$ cat src/rtl/loader_pkg.sv
// Shared types and constants for the boot-time instruction loader.
package loader_pkg;

   typedef enum logic [2:0] {
      ST_IDLE  = 3'd0,
      ST_LEN   = 3'd1,
      ST_DATA  = 3'd2,
      ST_CHECK = 3'd3,
      ST_DONE  = 3'd4,
      ST_ERROR = 3'd5
   } state_t;

   localparam logic [7:0] SYNC_BYTE = 8'hA5;
   localparam int         BIDX_W    = 2;

endpackage

$ cat src/rtl/word_assembler.sv
// Packs four little-endian stream bytes into one 32-bit instruction word.
module word_assembler
   import loader_pkg::*;
(
   input  logic        clk,
   input  logic        rst_n,
   input  logic        clr,
   input  logic        in_valid,
   input  logic [7:0]  in_data,
   output logic        word_valid,
   output logic [31:0] word_next
);

   logic [BIDX_W-1:0] idx_q, idx_d;
   logic [31:0]       shift_q, shift_d;

   always_comb begin
      word_next                = shift_q;
      word_next[8*idx_q +: 8]  = in_data;
      // Combinational so the write port can register the word on the same edge
      // that accepts the 4th byte.
      word_valid = in_valid && !clr && (idx_q == BIDX_W'(3));
      idx_d      = idx_q;
      shift_d    = shift_q;
      if (clr) begin
         idx_d   = '0;
         shift_d = '0;
      end else if (in_valid) begin
         idx_d   = idx_q + BIDX_W'(1);
         shift_d = word_next;
      end
   end

   always_ff @(posedge clk or negedge rst_n) begin
      if (!rst_n) begin
         idx_q   <= '0;
         shift_q <= '0;
      end else begin
         idx_q   <= idx_d;
         shift_q <= shift_d;
      end
   end

endmodule

$ cat src/rtl/instr_loader.sv
// Framed byte-stream loader: writes instruction memory, checks an XOR checksum,
// and releases the core from reset only after a clean load.
//
// state | meaning
// IDLE  | waiting for sync byte, everything else discarded
// LEN   | next byte is the word count N
// DATA  | collecting 4N data bytes, one memory write per word
// CHECK | next byte is compared against the running checksum
// DONE  | load good, core released; sync byte starts a reload
// ERROR | frame rejected, core held; sync byte starts a reload
module instr_loader
   import loader_pkg::*;
#(
   parameter int ADDR_WIDTH = 8,
   parameter int INSTR_LEN  = 32,
   parameter int MAX_WORDS  = 64
) (
   input  logic                  clk,
   input  logic                  rst,
   input  logic                  byte_valid,
   input  logic [7:0]            byte_data,
   output logic                  byte_ready,
   output logic                  wr_en,
   output logic [ADDR_WIDTH-1:0] wr_addr,
   output logic [INSTR_LEN-1:0]  wr_data,
   output logic                  cpu_rst,
   output logic                  done,
   output logic                  err,
   output logic [6:0]            word_count
);

   state_t                state_q, state_d;
   logic                  wr_en_q, wr_en_d;
   logic [ADDR_WIDTH-1:0] wr_addr_q, wr_addr_d;
   logic [INSTR_LEN-1:0]  wr_data_q, wr_data_d;
   logic                  cpu_rst_q, cpu_rst_d;
   logic                  done_q, done_d;
   logic                  err_q, err_d;
   logic [6:0]            word_count_q, word_count_d;
   logic [6:0]            len_q, len_d;
   logic [7:0]            csum_q, csum_d;

   logic                  accept;
   logic                  asm_clr;
   logic                  asm_valid;
   logic                  word_valid;
   logic [31:0]           word_next;

   assign byte_ready = !wr_en_q;
   assign accept     = byte_valid && byte_ready;
   assign asm_valid  = accept && (state_q == ST_DATA);

   word_assembler u_asm (
      .clk        (clk),
      .rst_n      (rst),
      .clr        (asm_clr),
      .in_valid   (asm_valid),
      .in_data    (byte_data),
      .word_valid (word_valid),
      .word_next  (word_next)
   );

   always_comb begin
      state_d      = state_q;
      wr_en_d      = 1'b0;
      wr_addr_d    = wr_addr_q;
      wr_data_d    = wr_data_q;
      cpu_rst_d    = cpu_rst_q;
      done_d       = done_q;
      err_d        = err_q;
      word_count_d = word_count_q;
      len_d        = len_q;
      csum_d       = csum_q;
      asm_clr      = 1'b0;

      unique case (state_q)
         ST_IDLE: begin
            if (accept && byte_data == SYNC_BYTE) state_d = ST_LEN;
         end
         ST_LEN: begin
            if (accept) begin
               if (byte_data == 8'd0 || 32'(byte_data) > MAX_WORDS) begin
                  state_d   = ST_ERROR;
                  err_d     = 1'b1;
                  cpu_rst_d = 1'b1;
               end else begin
                  state_d      = ST_DATA;
                  len_d        = 7'(byte_data);
                  word_count_d = '0;
                  csum_d       = '0;
                  asm_clr      = 1'b1;
               end
            end
         end
         ST_DATA: begin
            if (accept) begin
               csum_d = csum_q ^ byte_data;
               if (word_valid) begin
                  wr_en_d      = 1'b1;
                  wr_addr_d    = ADDR_WIDTH'({word_count_q, 2'b00});
                  wr_data_d    = INSTR_LEN'(word_next);
                  word_count_d = word_count_q + 7'd1;
                  if (word_count_q + 7'd1 == len_q) state_d = ST_CHECK;
               end
            end
         end
         ST_CHECK: begin
            if (accept) begin
               if (byte_data == csum_q) begin
                  state_d   = ST_DONE;
                  done_d    = 1'b1;
                  cpu_rst_d = 1'b0;
               end else begin
                  state_d   = ST_ERROR;
                  err_d     = 1'b1;
                  cpu_rst_d = 1'b1;
               end
            end
         end
         ST_DONE: begin
            if (accept && byte_data == SYNC_BYTE) begin
               state_d   = ST_LEN;
               cpu_rst_d = 1'b1;
               done_d    = 1'b0;
            end
         end
         ST_ERROR: begin
            if (accept && byte_data == SYNC_BYTE) begin
               state_d = ST_LEN;
               err_d   = 1'b0;
            end
         end
         default: begin
            state_d   = ST_IDLE;
            cpu_rst_d = 1'b1;
         end
      endcase
   end

   always_ff @(posedge clk or negedge rst) begin
      if (!rst) begin
         state_q      <= ST_IDLE;
         wr_en_q      <= 1'b0;
         wr_addr_q    <= '0;
         wr_data_q    <= '0;
         cpu_rst_q    <= 1'b1;
         done_q       <= 1'b0;
         err_q        <= 1'b0;
         word_count_q <= '0;
         len_q        <= '0;
         csum_q       <= '0;
      end else begin
         state_q      <= state_d;
         wr_en_q      <= wr_en_d;
         wr_addr_q    <= wr_addr_d;
         wr_data_q    <= wr_data_d;
         cpu_rst_q    <= cpu_rst_d;
         done_q       <= done_d;
         err_q        <= err_d;
         word_count_q <= word_count_d;
         len_q        <= len_d;
         csum_q       <= csum_d;
      end
   end

   assign wr_en      = wr_en_q;
   assign wr_addr    = wr_addr_q;
   assign wr_data    = wr_data_q;
   assign cpu_rst    = cpu_rst_q;
   assign done       = done_q;
   assign err        = err_q;
   assign word_count = word_count_q;

endmodule
$ cat config.mk
export PLATFORM = sky130hd
export DESIGN_NAME = instr_loader
export DESIGN_NICKNAME = d
export VERILOG_FILES = /design/src/rtl/loader_pkg.sv /design/src/rtl/word_assembler.sv /design/src/rtl/instr_loader.sv
export SDC_FILE = /design/constraint.sdc
export NUM_CORES = 1
export LEC_CHECK = 0
export BUFFER_PORTS_ARGS = -buffer_cell sky130_fd_sc_hd__buf_2
export CORE_UTILIZATION = 51
export CTS_CLUSTER_SIZE = 14
export DETAILED_ROUTE_END_ITERATION = 8
export PLACE_DENSITY = 0.75
export SYNTH_ARGS = -nofsm -noshare
export SYNTH_HDL_FRONTEND = slang
export SYNTH_SLANG_ARGS = --single-unit
$ cat constraint.sdc
create_clock -name clk -period 2.1 [get_ports clk]
set_clock_uncertainty 0.15 [all_clocks]
set_input_delay 0.21 -clock clk [delete_from_list [all_inputs] [get_ports clk]]
set_output_delay 0.21 -clock clk [all_outputs]
set_load 0.05 [all_outputs]
==> results of run 1 <==
worst register-to-register path: cells and delay by family, from the launching register on:
family           cells  cell delay, ps
multiplexers         1             380
AND/OR/NAND/NOR      4            1200
flip-flops           1             390
cells in the final DEF, fill, tap and decap left out, types with 2 or more instances in the layout:
| cell | count |
|---|---|
| buf_2 | 59 |
| nand4_1 | 3 |
| nand2_2 | 3 |
| and2_1 | 3 |
| buf_4 | 36 |
| a22o_1 | 32 |
| buf_12 | 2 |
| nor3_1 | 11 |
| inv_1 | 6 |
| nor4_1 | 2 |
| nor2_4 | 3 |
| a21oi_1 | 35 |
| nand2_1 | 64 |
| dfrtp_1 | 92 |
| o21ai_1 | 8 |
| xnor2_1 | 10 |
| clkbuf_1 | 3 |
| mux2_2 | 7 |
| o21bai_4 | 3 |
| conb_1 | 2 |
| xor2_1 | 7 |
| ha_1 | 5 |
| buf_6 | 2 |
| nand3_1 | 4 |
| and3_1 | 3 |
| clkbuf_8 | 10 |
| nor2b_1 | 26 |
| nor2_1 | 11 |
| o21ai_0 | 39 |
| nand2b_1 | 8 |
| o21ai_2 | 6 |
| bufinv_16 | 2 |
area by class of cell:
class	count	area (um^2)	area share [%]
multi-input cells	321	2070	38.0
clock buffers	13	149	2.73
clock inverters	3	68.8	1.26
flip-flops and latches	93	2330	42.8
repair buffers	101	663	12.2
well taps	105	131	2.41
inverters	8	33.8	0.620
report_power, final:
group	internal (W)	switching [W]	leakage, nW
Sequential	0.00204	0.000281	1.27
Clock	0.000708	0.000611	0.108
Combinational	0.000762	0.000976	1.25
routing by layer:
layer	vias up	track usage [%]
met5	-	0
met4	0	8.33
met3	20	3.00
met2	124	37.2
met1	1796	36.4
li1	1733	-
Yosys cell counts (4+ instances only):
library cell / count / area, um^2
xnor2_1: 10 / 87.6
dfrtp_1: 92 / 2300
o21ai_0: 53 / 265
ha_1: 6 / 75.1
nor2_1: 13 / 48.8
inv_1: 7 / 26.3
and2_1: 4 / 25.0
a21oi_1: 35 / 175
nand3_1: 4 / 20.0
a22o_1: 32 / 280
nand2_1: 67 / 251
and3_1: 4 / 25.0
buf_4: 4 / 30.0
xor2_1: 7 / 61.3
buf_2: 11 / 55.1
clkbuf_1: 21 / 78.8
nand2b_1: 8 / 50.1
nor2b_1: 26 / 163
mux2_2: 8 / 90.1
nor3_1: 12 / 60.1
metrics by stage:
step,cells,utilization [%],area (um^2),total power [W]
finish,644,65.0,5450,0.00538
global placement,623,60.5,5070,0.00386
CTS,642,63.5,5320,0.00526
detailed placement,623,60.5,5070,0.00394
floorplan,459,-,4520,0.00344
global route,644,65.0,5450,0.00567
registers in the layout, indices dropped and copies added (netlist names):
name / cells
word_count: 7
u_asm.idx_q: 2
err: 1
cpu_rst: 1
wr_data: 32
csum_q: 8
u_asm.shift_q: 24
done: 1
wr_addr: 6
len_q: 7
state_q: 3
wr_en: 1
cells by family (layout without fill, tap and decap cells):
family | count (synthesis) | after routing | share of synthesized area, %
AOI/OAI and AO/OA | 133 | 133 | 19.3
xor gates and xnor gates | 17 | 17 | 3.31
adders and majority gates | 6 | 6 | 1.67
buffers and inverters | 45 | 125 | 4.42
DFF | 93 | 93 | 51.8
muxes | 8 | 8 | 2.00
other | 1 | 2 | 0.0833
and+or+nand+nor | 155 | 155 | 17.5
timing repair:
| item | in CTS | in global routing |
|---|---|---|
| setup buffers | 2 | 2 |
| pin swaps | 1 | 6 |
| hold endpoints to repair | 28 | 0 |
| gates cloned | 0 | 1 |
| hold buffers | 1 | 0 |
| endpoints found under the setup margin | 44 | 69 |
| resized for setup | 2 | 37 |
worst paths after layout:
check | startpoint | to | slack, ps | cells after the start
max | state_q[1]$_DFFE_PN0P_ | len_q[1]$_DFFE_PN0P_ | -130 | 5
min | byte_data[6] | u_asm.shift_q[6]$_DFFE_PN0P_ | 150 | 2
max reg2reg | state_q[1]$_DFFE_PN0P_ | len_q[1]$_DFFE_PN0P_ | -130 | 5
min reg2reg | wr_data[10]$_DFFE_PN0P_ | wr_data[10]$_DFFE_PN0P_ | 330 | 2
max in group asynchronous | rst | cpu_rst$_DFFE_PN1P_ | 940 | 3
min in group asynchronous | rst | u_asm.idx_q[0]$_DFFE_PN0P_ | 170 | 2
==> impl_metrics.yaml, run 1 <==
power:
  power_density_nw_per_um2: 988
  p_leak_nw: 2.62
  peakVddDrop_mv: 0.382
route:
  top_layer_used: "met4"
  vias_per_cell: 5.70
  first_iter_violations: 178
  routed_wl_um: 10900
  dr_wl_met3_um: 585
  wl_per_cell_um: 17.0
  wl_met2_um: 5090
  ant_nets: 0
  wl_met1_um: 5060
  drc: 0
  vias: 3673
  drt_first_pass_iters: 5
sta:
  hold_viol: 0
  fin_setup_tns_ps: -2210
  fin_crit_sh_pct: 106
  setup_violations: 36
  fmax_mhz: 449
  period_needed_ps: 2230
  setup_ws_ps: -130
  slew_viol_final: 0
  timing.hold.ws_ps: 148
  rsz0062_at_grt: "true"
  tightest_slew_ps: 501
  slew_headroom_pct: 66.3
worst_setup_path:
  critPathTopFamily: "simple AND/OR/NAND/NOR gates"
  path_buf_inv: 0
  cp.required_ps: 2190
  crit_top_cell: "nor2_4"
  arrival_ps: 2320
  cp-start-kind: "flip-flop"
  end_kind: "flip-flop"
  crit_slowest_cell: "or4b_4"
  path_class: "reg -> reg"
  cp_max_fo: 7
  max_stage_delay_ps: 540
  crit_chain: "or4b_4 -> and4bb_4 -> nor2_4 -> nor2_4 -> mux2_2"
logic_synthesis:
  yosysWarnings: 0
  ys_seq_elements: 93
  synth_top_flop_cell: "dfrtp_1"
  synth.yosys.seq_area_share_pct: 51.8
  synth_edf_count: 0
  synthCells: 458
  syn_area_um2: 4500
  yosysUniqueCellTypes: 48
  async_flop_share_pct: 100
  syn_area_per_cell_um2: 9.82
cts:
  cts_buffers: 9
  clkSinkCount: 93
  cts_tree: "yes"
  clkTransAtPathRegs_ps: 80
  htreeDepth: 3
  clkLatencyLatePin_ps: 350
  cts_buffer_depth: 2
  root_buffer: "clkbuf_8"
final_layout:
  area_growth_pct: 21.0
  n_fill_cell: 663
  final_nets: 551
  num_antenna_cells: 0
  layout-drive-gt1-share_pct: 28.2
global_routing:
  antenna_found_initial: 0
  first_global_vias: 3352
  groute.usage.overall_pct: 24.5
  grt_max_degree: 67
  grt_pass1_wl_um: 17100
  globalRoute.totalOverflow: 0
status:
  status: "finished with violations"
  violations: "negative setup slack"
min_path:
  min_path_type: "in -> reg"
placed_design:
  dpl_worst_slack_ps: -85.8
  port_buffers: 60
  hpwl_um: 7190
  gp_congestion: 0.867
floorplanning:
  core_um2: 8380
  start_util_pct: 53.7
  die_area_um2: 9200
  rows: 33
  ioPinCount: 63
  fp.dieW_um: 95.9
  die_h_um: 95.9
job:
  cap_viol_max_count: 0
Power figures use the tool's default switching activity.
==> run 2: changes to the inputs <==
Settings changed: SKIP_CTS_REPAIR_TIMING set to 1.
==> run 2 against run 1 <==
  * The run still ends with negative setup slack left
  * Global-route usage shrank 0.051 points
  * Non-clock buffer count rose by 6
  * Register-to-register slack got worse by 120 ps
  * Combinational power grew 4%
  * Flip-flop and latch count did not move
  * Critical path depth is 1 higher
  * Clock power is essentially flat
  * Die area unchanged
  * Sequential power is essentially flat
  * Largest cell class unchanged
  * Largest power group unchanged
==> impl_metrics.yaml, run 2 (same netlist as run 1, synthesis figures left out) <==
worst_setup_path:
  worstSetupStartpoint: "state_q[0]$_DFFE_PN0P_"
  cp-start-kind: "flip-flop"
  r2r_start: "state_q[0]$_DFFE_PN0P_"
  end_kind: "flip-flop"
  cp.required_ps: 2200
  arrival_ps: 2450
  path_class: "reg -> reg"
  cp_max_fo: 7
  r2r_cells: 6
sta:
  rsz0062_at_grt: "true"
  slew_viol_final: 0
  hold_viol: 0
  fin_crit_sh_pct: 112
  fmax_mhz: 426
  period_needed_ps: 2350
  setup_violations: 50
  slew_headroom_pct: 65.5
  setup_ws_ps: -249
  tightest_slew_ps: 513
route:
  ant_nets: 0
  vias_per_cell: 5.74
  first_iter_violations: 235
  drt_first_pass_iters: 5
  routed_wl_um: 11200
  drc: 0
  vias: 3731
  wl_per_cell_um: 17.3
status:
  status: "finished with violations"
  violations: "negative setup slack"
placed_design:
  hpwl_um: 7190
  port_buffers: 60
  gp_congestion: 0.867
cts:
  cts_buffers: 9
  cts_tree: "yes"
  clkTransAtPathRegs_ps: 90
  root_buffer: "clkbuf_8"
  cts_buffer_depth: 2
  clkLatencyLatePin_ps: 360
  clkSinkCount: 93
  htreeDepth: 3
global_routing:
  groute.usage.overall_pct: 24.5
  antenna_found_initial: 0
  first_global_vias: 3351
  grt_pass1_wl_um: 17100
  globalRoute.totalOverflow: 0
  grt_max_degree: 67
power:
  intPower_w: 0.00356
  clockPowerShare_pct: 24.3
  p_seq_share_pct: 42.5
  peakVddDrop_mv: 0.388
  p_leak_nw: 2.68
  p_total_w: 0.00546
  switchingPower_w: 0.00190
  combPwrFrac_pct: 33.1
  p_sw_share_pct: 34.8
  power_density_nw_per_um2: 989
floorplanning:
  rows: 33
  die_area_um2: 9200
  start_util_pct: 53.7
  core_um2: 8380
  die_h_um: 95.9
  ioPinCount: 63
  fp.dieW_um: 95.9
final_layout:
  largest_reg_flops: 32
  layout-drive-gt1-share_pct: 29.0
  final_common_cell: "dfrtp_1"
  num_antenna_cells: 0
  fin_util_pct: 65.8
  area_growth_pct: 22.6
  final_nets: 557
  mostFrequentLayoutCells: "dfrtp_1 (92), nand2_1 (66), buf_2 (59)"
min_path:
  holdPathStages: 2
  min_path_type: "in -> reg"
  hp-start: "byte_data[6]"
job:
  cap_viol_max_count: 0
==> run 2: per-stage QoR <==
step / hold WS, ps / setup WS [ps] / std cells / setup TNS (ps) / area [um^2]
floorplan: -236 / -16.1 / 459 / -112 / 4520
global placement: 11.0 / -21.7 / 623 / -79.6 / 5070
detailed placement: 21.6 / -85.8 / 623 / -2060 / 5070
CTS: -366 / -95.6 / 639 / -2900 / 5290
global route: 123 / -275 / 650 / -8590 / 5520
finish: 134 / -249 / 650 / -6990 / 5520
==> run 2: power groups by stage <==
stage | registers [W] | logic [W] | clock network, W
2_1_floorplan | 0.00240 | 0.00104 | 0
3_3_place_gp | 0.00232 | 0.00154 | 0
3_5_place_dp | 0.00233 | 0.00161 | 0
4_1_cts | 0.00230 | 0.00161 | 0.00133
5_1_grt | 0.00235 | 0.00198 | 0.00140
6_report | 0.00232 | 0.00181 | 0.00133
==> run 2: final timing paths <==
| kind | end | slack (ps) |
|---|---|---|
| max in group asynchronous | cpu_rst$_DFFE_PN1P_ | 950 |
| setup reg to reg | len_q[5]$_DFFE_PN0P_ | -250 |
| hold reg to reg | wr_data[10]$_DFFE_PN0P_ | 330 |
| min in group asynchronous | u_asm.idx_q[0]$_DFFE_PN0P_ | 170 |
| hold / removal | u_asm.shift_q[6]$_DFFE_PN0P_ | 130 |
| setup / recovery | len_q[5]$_DFFE_PN0P_ | -250 |
==> run 2: layout make-up <==
cell class              count  area [um^2]
well taps                 105          131
clock inverters             3         68.8
flip-flops and latches     93         2330
inverters                   8         30.0
fillers                   647         2860
clock buffers              13          149
multi-input cells         321         2100
repair buffers            107          708
==> run 2: layer usage <==
metal / vias up / global-route usage (%) / part of all wire, %
met5: - / 0 / 0
met2: 122 / 37.1 / 46
met4: 0 / 8.33 / 2.2
li1: 1746 / - / -
met3: 28 / 2.92 / 5.2
met1: 1835 / 36.4 / 46
==> run 2: worst max-delay path, cell delays in order, from the launching register on <==
cell	delay, ps
dfrtp_1	430
or4b_4	510
and4bb_2	360
buf_6	120
nor2_4	40
nor2_4	250
mux2_2	370
==> run 3: changes to the inputs <==
Settings changed: GPL_TIMING_DRIVEN set to 0, SETUP_SLACK_MARGIN set to 0.3.
==> run 3 against run 2 <==
  * The run still ends with negative setup slack left
  * Final area grew 3.5%
  * Wire length is 1.1% higher
  * Power increased by 3.7%
  * Register-to-register slack improved by 70 ps
  * Flip-flop and latch count unchanged
  * Via count fell by 0.11%
  * Worst setup slack better by 71 ps
  * Critical path type unchanged
  * Critical endpoint is now len_q[2]$_DFFE_PN0P_
  * Largest power group unchanged
  * Highest routed layer unchanged
==> impl_metrics.yaml, run 3 (same netlist as run 1, synthesis figures left out) <==
floorplanning:
  die_h_um: 95.9
  die_area_um2: 9200
  ioPinCount: 63
  fp.dieW_um: 95.9
  rows: 33
  start_util_pct: 53.7
  core_um2: 8380
sta:
  rsz0062_at_grt: "true"
  fin_crit_sh_pct: 109
  period_needed_ps: 2280
  fmax_mhz: 439
  fin_setup_tns_ps: -4330
  setup_ws_ps: -179
  slew_viol_final: 0
  hold_viol: 0
  tightest_slew_ps: 671
  setup_violations: 50
  slew_headroom_pct: 54.9
cts:
  cts_buffer_depth: 2
  cts_tree: "yes"
  cts_buffers: 9
  htreeDepth: 3
  clkTransAtPathRegs_ps: 90
  root_buffer: "clkbuf_8"
  clkSinkCount: 93
  clkLatencyLatePin_ps: 370
global_routing:
  grt_pass1_wl_um: 16900
  globalRoute.totalOverflow: 0
  first_global_vias: 3333
  grt_max_degree: 63
  antenna_found_initial: 0
  groute.usage.overall_pct: 24.9
final_layout:
  num_antenna_cells: 0
  n_fill_cell: 649
  seqCellArea_um2: 2340
  multi_input_area_um2: 2190
  largest_reg_flops: 32
  final_nets: 573
  fin_cells: 666
  final_common_cell: "dfrtp_1"
  area_growth_pct: 26.9
  mostFrequentLayoutCells: "dfrtp_1 (85), nand2_1 (63), buf_2 (62)"
  layout-drive-gt1-share_pct: 31.9
power:
  power_density_nw_per_um2: 992
  p_leak_nw: 2.73
  p_total_w: 0.00566
  peakVddDrop_mv: 0.436
route:
  routed_wl_um: 11400
  first_iter_violations: 195
  ant_nets: 0
  drt_first_pass_iters: 4
  vias_per_cell: 5.60
  wl_per_cell_um: 17.1
  drc: 0
  vias: 3727
status:
  status: "finished with violations"
  violations: "negative setup slack"
worst_setup_path:
  cp-start-kind: "flip-flop"
  cp.required_ps: 2210
  cp_max_fo: 7
  arrival_ps: 2390
  path_class: "reg -> reg"
  end_kind: "flip-flop"
job:
  cap_viol_max_count: 0
min_path:
  min_path_type: "in -> reg"
placed_design:
  dp.cells: 625
  dpl_worst_slack_ps: -265
  port_buffers: 60
  gp_congestion: 0.837
  hpwl_um: 7210
[run 3: area by class of cell]
class,instances,area share (%)
Sequential cell,93,40.9
Multi-Input combinational cell,321,38.4
Timing Repair Buffer,86,9.69
Buffer,37,4.23
Clock buffer,12,2.89
Tap cell,105,2.30
Clock inverter,4,0.942
Inverter,8,0.636
[run 3: metal layers]
metal | track usage, % | vias up | routed length (um)
li1 | - | 1786 | -
met3 | 3.87 | 8 | 592
met5 | 0 | - | 0
met2 | 37.0 | 102 | 5500
met4 | 11.4 | 0 | 110
met1 | 36.0 | 1831 | 5160
[run 3: critical path, cell delays in order (launching register included)]
cell	delay, ps
dfrtp_1	390
buf_6	130
or4b_4	480
and4bb_4	370
nor2_4	60
nor2_4	130
buf_12	140
mux2_4	300
[run 3: worst paths after layout]
kind,from,endpoint,slack (ps),cells past startpoint
setup / recovery,state_q[0]$_DFFE_PN0P_,len_q[2]$_DFFE_PN0P_,-180,7
hold / removal,byte_data[5],csum_q[5]$_DFFE_PN0P_,0.7,3
setup reg to reg,state_q[0]$_DFFE_PN0P_,len_q[2]$_DFFE_PN0P_,-180,7
hold reg to reg,wr_addr[7]$_DFFE_PN0P_,wr_addr[7]$_DFFE_PN0P_,330,2
max in group asynchronous,rst,word_count[1]$_DFFE_PN0P_,980,3
min in group asynchronous,rst,u_asm.shift_q[19]$_DFFE_PN0P_,170,2
[run 3: power breakdown]
group	internal [W]	total [W]	leakage [nW]	switching, W
logic	0.000906	0.00204	1.37	0.00114
clock network	0.000653	0.00132	0.105	0.000665
registers	0.00205	0.00230	1.26	0.000251
total	0.00361	0.00566	2.73	0.00205
[run 3: through the flow]
step	area, um^2	util (%)	hold WS [ps]
after floorplan	4600	-	-236
final	5710	68.1	0.696
after CTS	5280	62.9	-367
after detailed placement	5060	60.3	40.6
after global routing	5710	68.1	33.3
after global placement	5030	60.0	304
